--- src/rtl/pixel_upscale_writer_if.sv ---
// Source-pixel handshake and frame-buffer write port bundle for pixel_upscale_writer.
// slave = the writer block; master = the producer/RAM/control side.
interface pixel_upscale_writer_if #(
  parameter int ADDR_W = 17,
  parameter int DATA_W = 8
);
  logic              start;
  logic              in_valid;
  logic [DATA_W-1:0] in_data;
  logic              in_ready;
  logic [ADDR_W-1:0] wr_addr;
  logic [DATA_W-1:0] wr_data;
  logic              wr_en;
  logic              done_pixel;
  logic              done_frame;
  logic              busy;

  modport master (
    output start, in_valid, in_data,
    input  in_ready, wr_addr, wr_data, wr_en, done_pixel, done_frame, busy
  );

  modport slave (
    input  start, in_valid, in_data,
    output in_ready, wr_addr, wr_data, wr_en, done_pixel, done_frame, busy
  );
endinterface

--- src/rtl/pixel_upscale_writer.sv ---
// Writes each source pixel as a 2x2 block into a 2x-upscaled byte frame buffer.
// Define PIXEL_WRITER_WRAP_EN for continuous frames; default is single-shot with a DONE state.
module pixel_upscale_writer #(
  parameter int SRC_W  = 160,
  parameter int SRC_H  = 120,
  parameter int ADDR_W = 17,
  parameter int DATA_W = 8
) (
  input  logic                  clk,
  input  logic                  rst,
  pixel_upscale_writer_if.slave bus
);
  localparam int CW = $clog2(SRC_W);
  localparam int RW = $clog2(SRC_H);

  typedef enum logic [2:0] {IDLE, ACCEPT, W0, W1, W2, W3, DONE} state_e;

  state_e            state_q, state_d;
  logic [CW-1:0]     c_q, c_d;
  logic [RW-1:0]     r_q, r_d;
  logic [ADDR_W-1:0] wr_addr_q, wr_addr_d;
  logic [DATA_W-1:0] wr_data_q, wr_data_d;
  logic              wr_en_q, wr_en_d;
  logic              done_pixel_q, done_pixel_d;
  logic              done_frame_q, done_frame_d;
  logic              busy_q, busy_d;
  logic [ADDR_W-1:0] base;
  logic [ADDR_W-1:0] row;
  logic              last_col, last_px;

  assign row      = ADDR_W'(2 * SRC_W);
  assign base     = ADDR_W'(r_q) * ADDR_W'(4 * SRC_W) + ADDR_W'({c_q, 1'b0});
  assign last_col = (c_q == CW'(SRC_W - 1));
  assign last_px  = last_col && (r_q == RW'(SRC_H - 1));

  always_comb begin
    state_d   = state_q;
    c_d       = c_q;
    r_d       = r_q;
    wr_addr_d = wr_addr_q;
    wr_data_d = wr_data_q;
    case (state_q)
      IDLE: if (bus.start) begin
        state_d = ACCEPT;
        c_d     = '0;
        r_d     = '0;
      end
      ACCEPT: if (bus.in_valid) begin
        state_d   = W0;
        wr_data_d = bus.in_data;
      end
      W0: state_d = W1;
      W1: state_d = W2;
      W2: state_d = W3;
      W3: begin
        if (last_col) begin
          c_d = '0;
          r_d = (r_q == RW'(SRC_H - 1)) ? '0 : r_q + 1'b1;
        end else begin
          c_d = c_q + 1'b1;
        end
`ifdef PIXEL_WRITER_WRAP_EN
        state_d = ACCEPT;
`else
        state_d = last_px ? DONE : ACCEPT;
`endif
      end
      DONE: if (bus.start) begin
        state_d = ACCEPT;
        c_d     = '0;
        r_d     = '0;
      end
      default: state_d = IDLE;
    endcase

    // Outputs are registered, so they are decoded from the state being entered;
    // counters stay put until W3 leaves, so base is valid for all four writes.
    case (state_d)
      W0:      wr_addr_d = base;
      W1:      wr_addr_d = base + 1'b1;
      W2:      wr_addr_d = base + row;
      W3:      wr_addr_d = base + row + 1'b1;
      default: ;
    endcase
    wr_en_d      = (state_d inside {W0, W1, W2, W3});
    done_pixel_d = (state_d == W3);
    busy_d       = !(state_d inside {IDLE, DONE});
`ifdef PIXEL_WRITER_WRAP_EN
    done_frame_d = (state_d == W3) && last_px;
`else
    done_frame_d = (state_d == DONE);
`endif
  end

  always_ff @(posedge clk or posedge rst) begin
    if (rst) begin
      state_q      <= IDLE;
      c_q          <= '0;
      r_q          <= '0;
      wr_addr_q    <= '0;
      wr_data_q    <= '0;
      wr_en_q      <= 1'b0;
      done_pixel_q <= 1'b0;
      done_frame_q <= 1'b0;
      busy_q       <= 1'b0;
    end else begin
      state_q      <= state_d;
      c_q          <= c_d;
      r_q          <= r_d;
      wr_addr_q    <= wr_addr_d;
      wr_data_q    <= wr_data_d;
      wr_en_q      <= wr_en_d;
      done_pixel_q <= done_pixel_d;
      done_frame_q <= done_frame_d;
      busy_q       <= busy_d;
    end
  end

  assign bus.in_ready   = (state_q == ACCEPT);
  assign bus.wr_addr    = wr_addr_q;
  assign bus.wr_data    = wr_data_q;
  assign bus.wr_en      = wr_en_q;
  assign bus.done_pixel = done_pixel_q;
  assign bus.done_frame = done_frame_q;
  assign bus.busy       = busy_q;
endmodule

--- src/flat_wrapper.sv ---
// flat-port wrapper written by rule: the top's interface ports become plain ports
module pixel_upscale_writer_flat 
#(
  parameter int SRC_W  = 160,
  parameter int SRC_H  = 120,
  parameter int ADDR_W = 17,
  parameter int DATA_W = 8
)
  (clk, rst, bus_start, bus_in_valid, bus_in_data, bus_in_ready, bus_wr_addr, bus_wr_data, bus_wr_en, bus_done_pixel, bus_done_frame, bus_busy);
  pixel_upscale_writer_if #(.ADDR_W(ADDR_W), .DATA_W(DATA_W)) bus_i ();
  input  logic clk;
  input  logic rst;
  input wire logic [$bits(bus_i.start)-1:0] bus_start;
  input wire logic [$bits(bus_i.in_valid)-1:0] bus_in_valid;
  input wire logic [$bits(bus_i.in_data)-1:0] bus_in_data;
  output wire logic [$bits(bus_i.in_ready)-1:0] bus_in_ready;
  output wire logic [$bits(bus_i.wr_addr)-1:0] bus_wr_addr;
  output wire logic [$bits(bus_i.wr_data)-1:0] bus_wr_data;
  output wire logic [$bits(bus_i.wr_en)-1:0] bus_wr_en;
  output wire logic [$bits(bus_i.done_pixel)-1:0] bus_done_pixel;
  output wire logic [$bits(bus_i.done_frame)-1:0] bus_done_frame;
  output wire logic [$bits(bus_i.busy)-1:0] bus_busy;
  assign bus_i.start = bus_start;
  assign bus_i.in_valid = bus_in_valid;
  assign bus_i.in_data = bus_in_data;
  assign bus_in_ready = bus_i.in_ready;
  assign bus_wr_addr = bus_i.wr_addr;
  assign bus_wr_data = bus_i.wr_data;
  assign bus_wr_en = bus_i.wr_en;
  assign bus_done_pixel = bus_i.done_pixel;
  assign bus_done_frame = bus_i.done_frame;
  assign bus_busy = bus_i.busy;
  pixel_upscale_writer #(.SRC_W(SRC_W), .SRC_H(SRC_H), .ADDR_W(ADDR_W), .DATA_W(DATA_W)) u_core (.clk(clk), .rst(rst), .bus(bus_i));
endmodule
--- config.mk ---
export PLATFORM = sky130hd
export DESIGN_NAME = pixel_upscale_writer_flat
export DESIGN_NICKNAME = d
export VERILOG_FILES = /design/src/rtl/pixel_upscale_writer_if.sv /design/src/rtl/pixel_upscale_writer.sv /design/src/flat_wrapper.sv
export SDC_FILE = /design/constraint.sdc
export NUM_CORES = 1
export LEC_CHECK = 0
export CAP_MARGIN = 20
export CORE_MARGIN = 2
export CORE_UTILIZATION = 42
export CTS_BUF_LIST = sky130_fd_sc_hd__clkbuf_4
export DETAILED_ROUTE_END_ITERATION = 10
export GPL_TIMING_DRIVEN = 0
export PLACE_DENSITY = 0.74
export SETUP_SLACK_MARGIN = 0.5
export SYNTH_ARGS = -nofsm -noshare
export SYNTH_HDL_FRONTEND = slang
export SYNTH_SLANG_ARGS = --single-unit
--- constraint.sdc ---
create_clock -name clk -period 2.8 [get_ports clk]
set_input_delay 0.42 -clock clk [delete_from_list [all_inputs] [get_ports clk]]
set_output_delay 0.42 -clock clk [all_outputs]
set_load 0.01 [all_outputs]
After elaboration in Yosys (flattened, before gate mapping)
Cells that the tools add are included. W data, S select, Z words.

$mul: 1. $add $sub $neg: 6. Mux-type cells: 12. Equal/unequal tests: 15. Reductions and logical operators: 11.

Operators by type and width (number): $pmux W17 S4 (1); $add A17 B1 Y17 const B (2); $mux W7 (3); $eq A3 B3 Y1 const B (6); $pmux W3 S6 (1); $add A17 B9 Y17 (1); $add A17 B9 Y17 const B (1); $mux W8 (2); $pmux W8 S2 (1); $pmux W7 S2 (1); $eq A3 B2 Y1 const B (4); $mul A7 B3 Y10 const B (1); $mux W3 (3); $add A8 B1 Y8 const B (1); $eq A8 B8 Y1 const B (1); $add A7 B1 Y7 const B (1); $eq A7 B7 Y1 const B (1); $logic_not A3 Y1 (2); $ne A2 B1 Y1 const B (2); $reduce_and A2 Y1 (2); $reduce_bool A2 Y1 (2); $reduce_bool A4 Y1 (1); $eq A3 B1 Y1 const B (1); $reduce_and A3 Y1 (1); other kinds (3) (3).

Output and inout bits: 30. Bits in registers: 47. Logic and storage cells: 54. Bits of input ports: 12.

Longest topological paths before layout
Gate-level depths: netlist of run 1.

Depth after elaboration: 7. Mapped depth: 10. Gate-level depth less buffers: 10.

Least setup slack after synthesis of run 1
OpenSTA, ideal clock, no wires.

Path type: flip-flop to flip-flop. Start: register u_core.r_q[1]. End: register u_core.wr_addr_q[15] (netlist: u_core.bus.wr_addr[15]). Stages on the path, launching flop included: 10. Setup time: 0.087 ns. Clock period less this slack: 2.807 ns. Setup slack: -0.007 ns. Arrival: 2.720 ns. Data required time: 2.713 ns. Path buffers: 0. Cells stage by stage: dfrtp_1 > ha_1 > ha_1 > inv_1 > fa_1 > nor3_1 > xor2_1 > a32oi_1 > or4b_1 > o211ai_1.

Longest elaborated chain between the ends: 6. Elaborated cells on any way between the ends: 15. Classes of those cells: add/sub (4); mul (1); eq/ne (5); mux (3); reduce/logical (2).

RTL lines: start, declared (line pixel_upscale_writer.sv:20) `logic [RW-1:0] r_q, r_d;`; start signal, assigned (line pixel_upscale_writer.sv:109) `r_q <= r_d;`; branches (longest 6 deep; another with $add A17 B9 Y17); end signal, assigned (line pixel_upscale_writer.sv:110) `wr_addr_q <= wr_addr_d;`; end, declared (line pixel_upscale_writer.sv:21) `logic [ADDR_W-1:0] wr_addr_q, wr_addr_d;`.

Parallel ways; which one is timed is not known. A chain may end at the register's enable or synchronous reset.

Worst setup path in the final report of run 1
Start: register u_core.r_q[3]. End: register u_core.wr_addr_q[14] (netlist: u_core.bus.wr_addr[14]).

The elaborated chain is that of the path after synthesis.

==> impl_metrics.ini, run 1 <==
[routing]
drtIter0Drc = 65
drc = 0
wirelength_um = 6401
wire_per_inst_um = 14.71
detail_route.vias_per_cell = 5.446
routed-via-count = 2369
drtAntennaViolNets = 0
drt_pass1_iterations = 4

[grt]
antenna_found_initial = 0
first_global_vias = 2459
grt_pass1_wl_um = 10970
grt-ovfl-total = 0
grt_use_total_pct = 18.03
grt_start_max_net_pins = 26

[critical_path]
r2r_setup_slack_ps = 90
start_kind = flip-flop
required_ps = 3080
end_kind = flip-flop
cp_max_fo = 5
worstPathArrival_ps = 3000
worstSetupPathType = flip-flop to flip-flop

[sta]
relSlewSlack_pct = 56.74
rsz0062_at_grt = yes
setup_viol = 0
hold_viol_final = 0
worst_slew_pin_slew_ps = 645.4
slew_viol_final = 0
holdWs_ps = 372.3
finClkSkew_ps = 12.06
fmax_ghz = 0.3687
period_share_pct = 96.86
layout_min_cycle_time_ps = 2712

[layout]
syn_to_final_growth_pct = 30.88
multi_input_area_um2 = 1740
diodes = 0
fin_cells = 435
fill_cells = 546
layout-drive-gt1-share_pct = 24.23
layout.nets = 383
seq_area_um2 = 1184

[synth]
synth_edf_count = 0
yosys-top-cells-area = dfrtp_1 41%, ha_1 6.5%, mux2_2 5.9%
ys_ff_latch = 47
ys_seq_area_share_pct = 40.99
synth-main-ff-cell = dfrtp_1
syn_area_um2 = 2869
synth.most_common_cell = dfrtp_1
ys_types = 60
synth_common_cells = 47 x dfrtp_1, 27 x nor2_1, 19 x nand2_1, 18 x a21oi_1
ys_warn_count = 0
async_reset_ff_share_pct = 100.0
synth.largest_area_cell = dfrtp_1
netlist.area_leader.share_pct = 40.99
postSynthCellCount = 285
synth_nets = 314
synth_area_per_cell_um2 = 10.07

[place]
gp_congestion = 0.8326
port_buffers = 41
dp_cells = 407
dp_hpwl_um = 4322

[floorplan]
die_area_um2 = 7508
pin_count = 42
start_util_pct = 42.70
die_h_um = 86.65
die_x_um = 86.65
row_count = 30
core_um2 = 6719

[clock_network]
numCtsBuffers = 5
htreeDepth = 2
cts_tree = yes
clk_latency_ps = 380
cts_hold_buffers = 0
clock-sinks = 47
root_buffer = clkbuf_4
ctsLongestPathBuffers = 2
clk_pin_slew_worst_paths_ps = 150

[power]
p_leak_uw = 0.001607
p_per_area_nw_per_um2 = 845.0
peakVddDrop_mv = 0.4215

[min_path]
hold_class = input pin to asynchronous set/reset pin

[job]
maxCapViolCount = 0

[outcome]
status = completed
## timing repair
item,in CTS,in global routing
hold endpoints to repair,0,0
buffers inserted,15,5
setup endpoints to repair,6,9
pin swaps,12,2
gates resized for setup,24,7
## final cells by class
type / count / share of cell area [%]
Clock inverter: 3 / 0.4998
Clock buffer: 5 / 0.9997
Sequential cell: 47 / 31.52
Timing Repair Buffer: 62 / 15.63
Tap cell: 80 / 2.666
Inverter: 9 / 0.8997
Multi-Input combinational cell: 220 / 46.35
Buffer: 9 / 1.433
## worst max-delay path: stages (launching register included)
cell	delay, ps
dfrtp_2	460
ha_4	290
ha_4	130
inv_2	30
fa_2	600
and4bb_2	270
xnor3_1	260
nand3_2	110
xnor3_1	210
mux2_2	270
## cell families after synthesis
logic type               share of synthesized area (%)
multiplexers                                     6.934
buffers and inverters                            2.617
AND/OR/NAND/NOR                                  19.23
flip-flops                                       40.99
XOR/XNOR                                         6.455
AO/OA/AOI/OAI                                    15.83
adder cells (fa/ha/maj)                          7.937
## layer usage
| layer | GRT usage (%) | share of wire [%] | vias up |
|---|---|---|---|
| li1 | - | - | 1169 |
| met4 | 4.119 | 1.2 | 0 |
| met3 | 3.714 | 3.6 | 9 |
| met5 | 0 | 0 | - |
| met1 | 21.92 | 45 | 1150 |
| met2 | 32.73 | 51 | 41 |
## metrics by stage
stage          util [%]  setup slack, ps  power (uW)  instance area, um^2  setup TNS (ps)
6_report          55.88            87.85        3173                 3755               0
5_1_grt           55.88            27.37        3413                 3755               0
4_1_cts           54.95            169.1        3165                 3692               0
3_5_place_dp      50.86           -81.12        2711                 3417          -111.9
3_3_place_gp      50.56           -54.47        2666                 3397          -59.73
2_1_floorplan         -            119.3        2109                 2887               0
## path summary, 6_finish.rpt
| check | from | to | cells past startpoint |
|---|---|---|---|
| worst min-delay path | rst | u_core.bus.wr_addr[7]$_DFFE_PP0P_ | 2 |
| worst min register to register | u_core.bus.wr_data[0]$_DFFE_PP0P_ | u_core.bus.wr_data[0]$_DFFE_PP0P_ | 1 |
| worst max-delay path | u_core.r_q[3]$_DFFE_PP0P_ | u_core.bus.wr_addr[14]$_DFFE_PP0P_ | 9 |
| min in group clk | u_core.bus.wr_data[0]$_DFFE_PP0P_ | u_core.bus.wr_data[0]$_DFFE_PP0P_ | 1 |
| worst max register to register | u_core.r_q[3]$_DFFE_PP0P_ | u_core.bus.wr_addr[14]$_DFFE_PP0P_ | 9 |
| max in group asynchronous | rst | u_core.state_q[1]$_DFF_PP0_ | 3 |
## power breakdown
part           internal (uW)  switching, uW
combinational            888            910
sequential               905            133
clock                   98.8            238
## cell usage in the layout (no fill, tap or decap), types with 7 or more instances in the layout
cell type / synthesis / layout
xnor2_1: 9 / 8
nand3_1: 14 / 13
clkdlybuf4s50_1: 0 / 40
a21oi_1: 18 / 18
nand2_1: 19 / 19
dfrtp_1: 47 / 41
nor2_1: 27 / 27
buf_4: 1 / 22
clkbuf_4: 0 / 7
o21ai_0: 14 / 13
inv_1: 9 / 7
ha_1: 15 / 10
mux2_2: 15 / 15
## flip-flops by register name, summed over array words and instances, names as in the netlist
register / cells
u_core.bus.busy: 1
u_core.bus.done_frame: 1
u_core.bus.done_pixel: 1
u_core.r_q: 7
u_core.bus.wr_data: 8
u_core.state_q: 3
u_core.bus.wr_addr: 17
u_core.bus.wr_en: 1
u_core.c_q: 8
Note: power is estimated with default switching activity, not from simulation.
==> run 2: changes to the inputs <==
--- a/config.mk
+++ b/config.mk
@@ -7,11 +7,13 @@
 export LEC_CHECK = 0
 export CAP_MARGIN = 20
 export CORE_MARGIN = 2
-export CORE_UTILIZATION = 42
+export CORE_UTILIZATION = 51
 export CTS_BUF_LIST = sky130_fd_sc_hd__clkbuf_4
+export CTS_CLUSTER_SIZE = 30
 export DETAILED_ROUTE_END_ITERATION = 10
 export GPL_TIMING_DRIVEN = 0
-export PLACE_DENSITY = 0.74
+export PLACE_DENSITY = 0.86
+export RECOVER_POWER = 50
 export SETUP_SLACK_MARGIN = 0.5
 export SYNTH_ARGS = -nofsm -noshare
 export SYNTH_HDL_FRONTEND = slang
==> run 2 against run 1 <==
  * The run now ends with negative setup slack left
  * Die area down 17%
  * Total power up 6.0%
  * Clock skew up 5.2 ps
  * Sequential power about the same
  * Maximum frequency down 6.7%
  * Largest cell class unchanged
==> impl_metrics.ini, run 2 (synthesized netlist as in run 1, its figures left out) <==
[layout]
largest_reg_flops = 17
seq_area_um2 = 1184
final_cell_mix = 41 x dfrtp_1, 36 x clkdlybuf4s50_1, 27 x nor2_1
diodes = 0
syn_to_final_growth_pct = 34.85
fill_cells = 392
final_common_cell = dfrtp_1
multi_input_area_um2 = 1815
fin_cells = 432
layout-drive-gt1-share_pct = 26.11
layout.nets = 388

[routing]
drtIter0Drc = 130
drc = 0
wire_per_inst_um = 17.22
drtAntennaViolNets = 0
detail_route.vias_per_cell = 5.894
wirelength_um = 7439
routed-via-count = 2546
drt_pass1_iterations = 6

[clock_network]
clk_pin_slew_worst_paths_ps = 170
numCtsBuffers = 5
root_buffer = clkbuf_4
clock-sinks = 47
clk_latency_ps = 380
htreeDepth = 2
ctsLongestPathBuffers = 2
cts_tree = yes

[sta]
fmax_ghz = 0.3442
relSlewSlack_pct = 27.82
finClkSkew_ps = 17.24
worst_slew_pin_slew_ps = 1083
rsz0062_at_grt = yes
setup_viol = 1
slew_viol_final = 0
hold_viol_final = 0
layout_min_cycle_time_ps = 2905
worst_slack_ps = -105.5
period_share_pct = 103.8

[floorplan]
die_x_um = 79.01
core_um2 = 5473
die_h_um = 79.01
start_util_pct = 52.42
row_count = 27
die_area_um2 = 6242
pin_count = 42

[min_path]
hold_end = u_core.bus.wr_data[2]$_DFFE_PP0P_
min_from = u_core.bus.wr_data[2]$_DFFE_PP0P_
hold_depth = 1
hold_class = flip-flop to flip-flop

[critical_path]
crit_family = adder cells
cp.buffers_inverters = 2
cpPeakStageDelay_ps = 510
crit_start = u_core.r_q[1]$_DFFE_PP0P_
end_kind = flip-flop
r2r_setup_slack_ps = -110
cp_max_fo = 5
worstSetupPathType = flip-flop to flip-flop
reg2reg_depth = 9
crit_top_cell = ha_4
required_ps = 3080
crit_slowest_cell = fa_2
reg2reg_from = u_core.r_q[1]$_DFFE_PP0P_
worstPathArrival_ps = 3190
path_cells = ha_4 -> ha_4 -> inv_2 -> fa_2 -> buf_4 -> nor4b_2 -> nand2_1 -> xnor3_1 -> mux2_4
r2r_end = u_core.bus.wr_addr[14]$_DFFE_PP0P_
start_kind = flip-flop

[grt]
globalRoute.busiestLayer = met2
antenna_found_initial = 0
first_global_vias = 2566
grt_use_met3_pct = 5.114
grt_pass1_wl_um = 11560
grt_use_met2_pct = 42.12
grt_start_max_net_pins = 26
use_met1_pct = 26.93
grt_use_total_pct = 23.30
grt-ovfl-total = 0

[outcome]
status = finished with violations
violations = negative setup slack

[power]
p_leak_uw = 0.001638
power_frac_comb_pct = 57.8
pwr-share-clk_pct = 10.8
peakVddDrop_mv = 0.6431
p_switching_uw = 1398
p_seq_share_pct = 31.4
internal-power_uw = 1963
p_per_area_nw_per_um2 = 869.0
power.total_uw = 3362
p_sw_share_pct = 41.60

[place]
gp_congestion = 0.8300
port_buffers = 41
dp_cells = 399
dp_hpwl_um = 4374

[job]
maxCapViolCount = 0
-- run 2: cell count changes in the layout (fill, tap and decap cells not counted), moves of 2 or more --
cell	previous run	this run
ha_1	10	8
xnor2_1	8	6
dlygate4sd3_1	0	5
clkinv_2	2	0
clkdlybuf4s50_1	40	36
ha_4	4	6
buf_4	22	24
-- run 2: final cells by class --
class	count	share of cell area (%)
buffer	9	1.391
inverter	9	0.8732
tap	72	2.329
clock inverter	3	0.7115
sequential	47	30.60
clock buffer	5	0.9702
timing repair buffer	67	16.20
multi-input combinational	220	46.93
-- run 2: metal layers --
metal	wire, um	up-vias
li1	-	1186
met1	2963	1243
met2	3979	106
met3	408	11
met4	87	0
met5	0	-
-- run 2: worst max path at each step --
stage                                               to  slack, ps  cells after the start
global placement    u_core.bus.wr_addr[14]$_DFFE_PP0P_        -50                      9
finish              u_core.bus.wr_addr[14]$_DFFE_PP0P_       -110                      9
detailed placement  u_core.bus.wr_addr[14]$_DFFE_PP0P_        -80                      9
CTS                 u_core.bus.wr_addr[14]$_DFFE_PP0P_        100                     10
global route        u_core.bus.wr_addr[14]$_DFFE_PP0P_       -150                      9
floorplan           u_core.bus.wr_addr[14]$_DFFE_PP0P_        120                      9
-- run 2: stage by stage --
| stage | hold slack (ps) | setup TNS, ps | setup WS [ps] | utilization [%] | area [um^2] |
|---|---|---|---|---|---|
| CTS | 361.9 | 0 | 103.3 | 68.63 | 3756 |
| global route | 548.1 | -282.1 | -149.3 | 70.69 | 3869 |
| finish | 526.2 | -105.5 | -105.5 | 70.69 | 3869 |
| detailed placement | 497.8 | -126.8 | -75.44 | 62.25 | 3407 |
| global placement | 488.7 | -46.54 | -46.54 | 61.89 | 3387 |
| floorplan | 497.4 | 0 | 119.3 | - | 2887 |
-- run 2: worst register-to-register path, cell delays in order (launching register included) --
cell	delay, ps
dfrtp_2	460
ha_4	260
ha_4	160
inv_2	60
fa_2	510
buf_4	170
nor4b_2	400
nand2_1	120
xnor3_1	380
mux2_4	280
-- run 2: power groups by stage --
stage                     clock network [uW]  logic (uW)  registers, uW
after CTS                                365        1820           1050
after detailed placement                   0        1640           1080
after global routing                     394        2110           1080
after floorplan                            0         982           1130
final                                    364        1940           1050
after global placement                     0        1590           1060
-- run 2: timing repair --
item / 4_1_cts / 5_1_grt
hold buffers: 0 / 0
pin swaps: 11 / 7
resized for setup: 31 / 13
gates cloned: 0 / 0
setup buffers: 17 / 8
setup endpoints to repair: 6 / 10
==> run 3: changes to the inputs <==
--- a/config.mk
+++ b/config.mk
@@ -6,9 +6,8 @@
 export NUM_CORES = 1
 export LEC_CHECK = 0
 export CAP_MARGIN = 20
-export CORE_MARGIN = 2
 export CORE_UTILIZATION = 51
-export CTS_BUF_LIST = sky130_fd_sc_hd__clkbuf_4
+export CTS_BUF_LIST = sky130_fd_sc_hd__clkbuf_8
 export CTS_CLUSTER_SIZE = 30
 export DETAILED_ROUTE_END_ITERATION = 10
 export GPL_TIMING_DRIVEN = 0
==> run 3 against run 2 <==
  * The flow still finishes with violations (negative setup slack)
  * Global-route usage increased by 1.0 points
  * Clock power rose by 20%
  * Sequential power hardly changed
  * Setup slack improved by 54 ps
  * Routed wire length is 2.5% higher
  * First-iteration DRC count rose by 21%
  * Total power rose by 2.2%
  * Critical path type unchanged
  * Hold slack got worse by 8.9 ps
  * Die area down 5.0%
  * Combinational power is essentially flat
==> impl_metrics.ini, run 3 (synthesized netlist as in run 1, its figures left out) <==
[outcome]
status = finished with violations
violations = negative setup slack

[critical_path]
cp_max_fo = 4
worstSetupPathType = flip-flop to flip-flop
cpPeakStageDelay_ps = 440
path_cells = buf_4 -> buf_4 -> ha_4 -> ha_4 -> a21oi_1 -> and2_1 -> xnor3_2 -> nand3_2 -> xnor3_1 -> mux2_4
start_kind = flip-flop
end_kind = flip-flop
cp.buffers_inverters = 2
crit_family = XOR/XNOR gates
crit_slowest_cell = dfrtp_2
required_ps = 3000
worstPathArrival_ps = 3060

[sta]
period_share_pct = 101.8
setup_viol = 2
relSlewSlack_pct = 46.87
rsz0062_at_grt = yes
slew_viol_final = 0
finClkSkew_ps = 10.85
layout_min_cycle_time_ps = 2852
fmax_ghz = 0.3507
worst_slew_pin_slew_ps = 796.9
worst_slack_ps = -51.72
hold_viol_final = 0

[routing]
wire_per_inst_um = 17.61
routed-via-count = 2652
drtIter0Drc = 157
detail_route.vias_per_cell = 6.125
wirelength_um = 7627
drt_pass1_iterations = 5
drtAntennaViolNets = 0
drc = 0

[layout]
seq_area_um2 = 1185
multi_input_area_um2 = 1829
syn_to_final_growth_pct = 36.63
final_cell_mix = 40 x dfrtp_1, 32 x clkdlybuf4s50_1, 28 x buf_4
fill_cells = 340
layout-drive-gt1-share_pct = 27.27
diodes = 0
layout.nets = 391
post-route-cell-area_um2 = 3920
final_common_cell = dfrtp_1
largest_reg_flops = 17

[grt]
grt_start_max_net_pins = 32
grt-ovfl-total = 0
antenna_found_initial = 0
grt_use_total_pct = 24.32
grt_pass1_wl_um = 11420
first_global_vias = 2456

[clock_network]
clock-sinks = 47
numCtsBuffers = 5
ctsLongestPathBuffers = 2
clk_pin_slew_worst_paths_ps = 90
htreeDepth = 2
cts_tree = yes
clk_latency_ps = 310
cts_hold_buffers = 0
root_buffer = clkbuf_8

[place]
gp_congestion = 0.7955
dp_hpwl_um = 4323
place_ws_ps = -78.82
port_buffers = 41
place_area_um2 = 3405

[floorplan]
die_area_um2 = 5930
core_um2 = 5270
row_count = 26
start_util_pct = 54.44
die_x_um = 77.01
die_h_um = 77.01
pin_count = 42

[min_path]
hold_class = flip-flop to flip-flop

[power]
peakVddDrop_mv = 0.6096
p_per_area_nw_per_um2 = 876.5
p_leak_uw = 0.001663

[job]
maxCapViolCount = 0
## run 3: power breakdown
part / total, uW / switching (uW) / internal (uW) / leakage [uW]
Combinational: 1940 / 997 / 946 / 0.00103
Clock: 437 / 257 / 179 / 0.0000485
Sequential: 1060 / 150 / 906 / 0.000588
Total: 3440 / 1400 / 2030 / 0.00166
## run 3: area by class of cell
class / instances / area share, %
Multi-Input combinational cell: 220 / 46.66
Sequential cell: 47 / 30.23
Timing Repair Buffer: 70 / 16.31
Tap cell: 70 / 2.234
Clock buffer: 5 / 1.756
Buffer: 9 / 1.372
Inverter: 9 / 0.8618
Clock inverter: 3 / 0.5745
## run 3: path summary, 6_finish.rpt
path | slack, ps | depth (start not counted) | start | end
max | -50 | 10 | u_core.r_q[3]$_DFFE_PP0P_ | u_core.bus.wr_addr[14]$_DFFE_PP0P_
min | 520 | 1 | u_core.bus.wr_data[4]$_DFFE_PP0P_ | u_core.bus.wr_data[4]$_DFFE_PP0P_
max in group asynchronous | 930 | 3 | rst | u_core.r_q[4]$_DFFE_PP0P_
min in group asynchronous | 610 | 2 | rst | u_core.bus.wr_data[0]$_DFFE_PP0P_
min reg2reg | 520 | 1 | u_core.bus.wr_data[4]$_DFFE_PP0P_ | u_core.bus.wr_data[4]$_DFFE_PP0P_
max reg2reg | -50 | 10 | u_core.r_q[3]$_DFFE_PP0P_ | u_core.bus.wr_addr[14]$_DFFE_PP0P_
## run 3: routing by layer
metal | global-route usage [%] | part of all wire, % | vias to the layer above
met1 | 28.17 | 38 | 1306
met5 | 0 | 0 | -
met3 | 7.262 | 6.7 | 32
li1 | - | - | 1186
met2 | 42.86 | 52 | 128
met4 | 7.925 | 3.8 | 0
## run 3: worst reg2reg max path, cell delays in order (launching register included)
cell and delay (ps):
dfrtp_2 440, buf_4 140, buf_4 150, ha_4 250, ha_4 270, a21oi_1 240, and2_1 240, xnor3_2 380
nand3_2 110, xnor3_1 250, mux2_4 280
## run 3: timing repair
action                                 4_1_cts  5_1_grt
gates resized for setup                     27       21
pin swaps                                   10        4
endpoints found under the hold margin        0        0
setup endpoints to repair                    6       16
buffers inserted                            17       11
## run 3: through the flow
step | cells | TNS (ps) | utilization, % | hold slack, ps | power, uW
floorplan | 285 | 0 | - | 497.4 | 2109
global placement | 396 | -44.74 | 64.22 | 488.2 | 2651
detailed placement | 397 | -99.49 | 64.60 | 498.7 | 2707
CTS | 422 | 0 | 71.30 | 407.2 | 3284
global route | 433 | -293.1 | 74.38 | 529.6 | 3664
finish | 433 | -56.40 | 74.38 | 517.2 | 3436
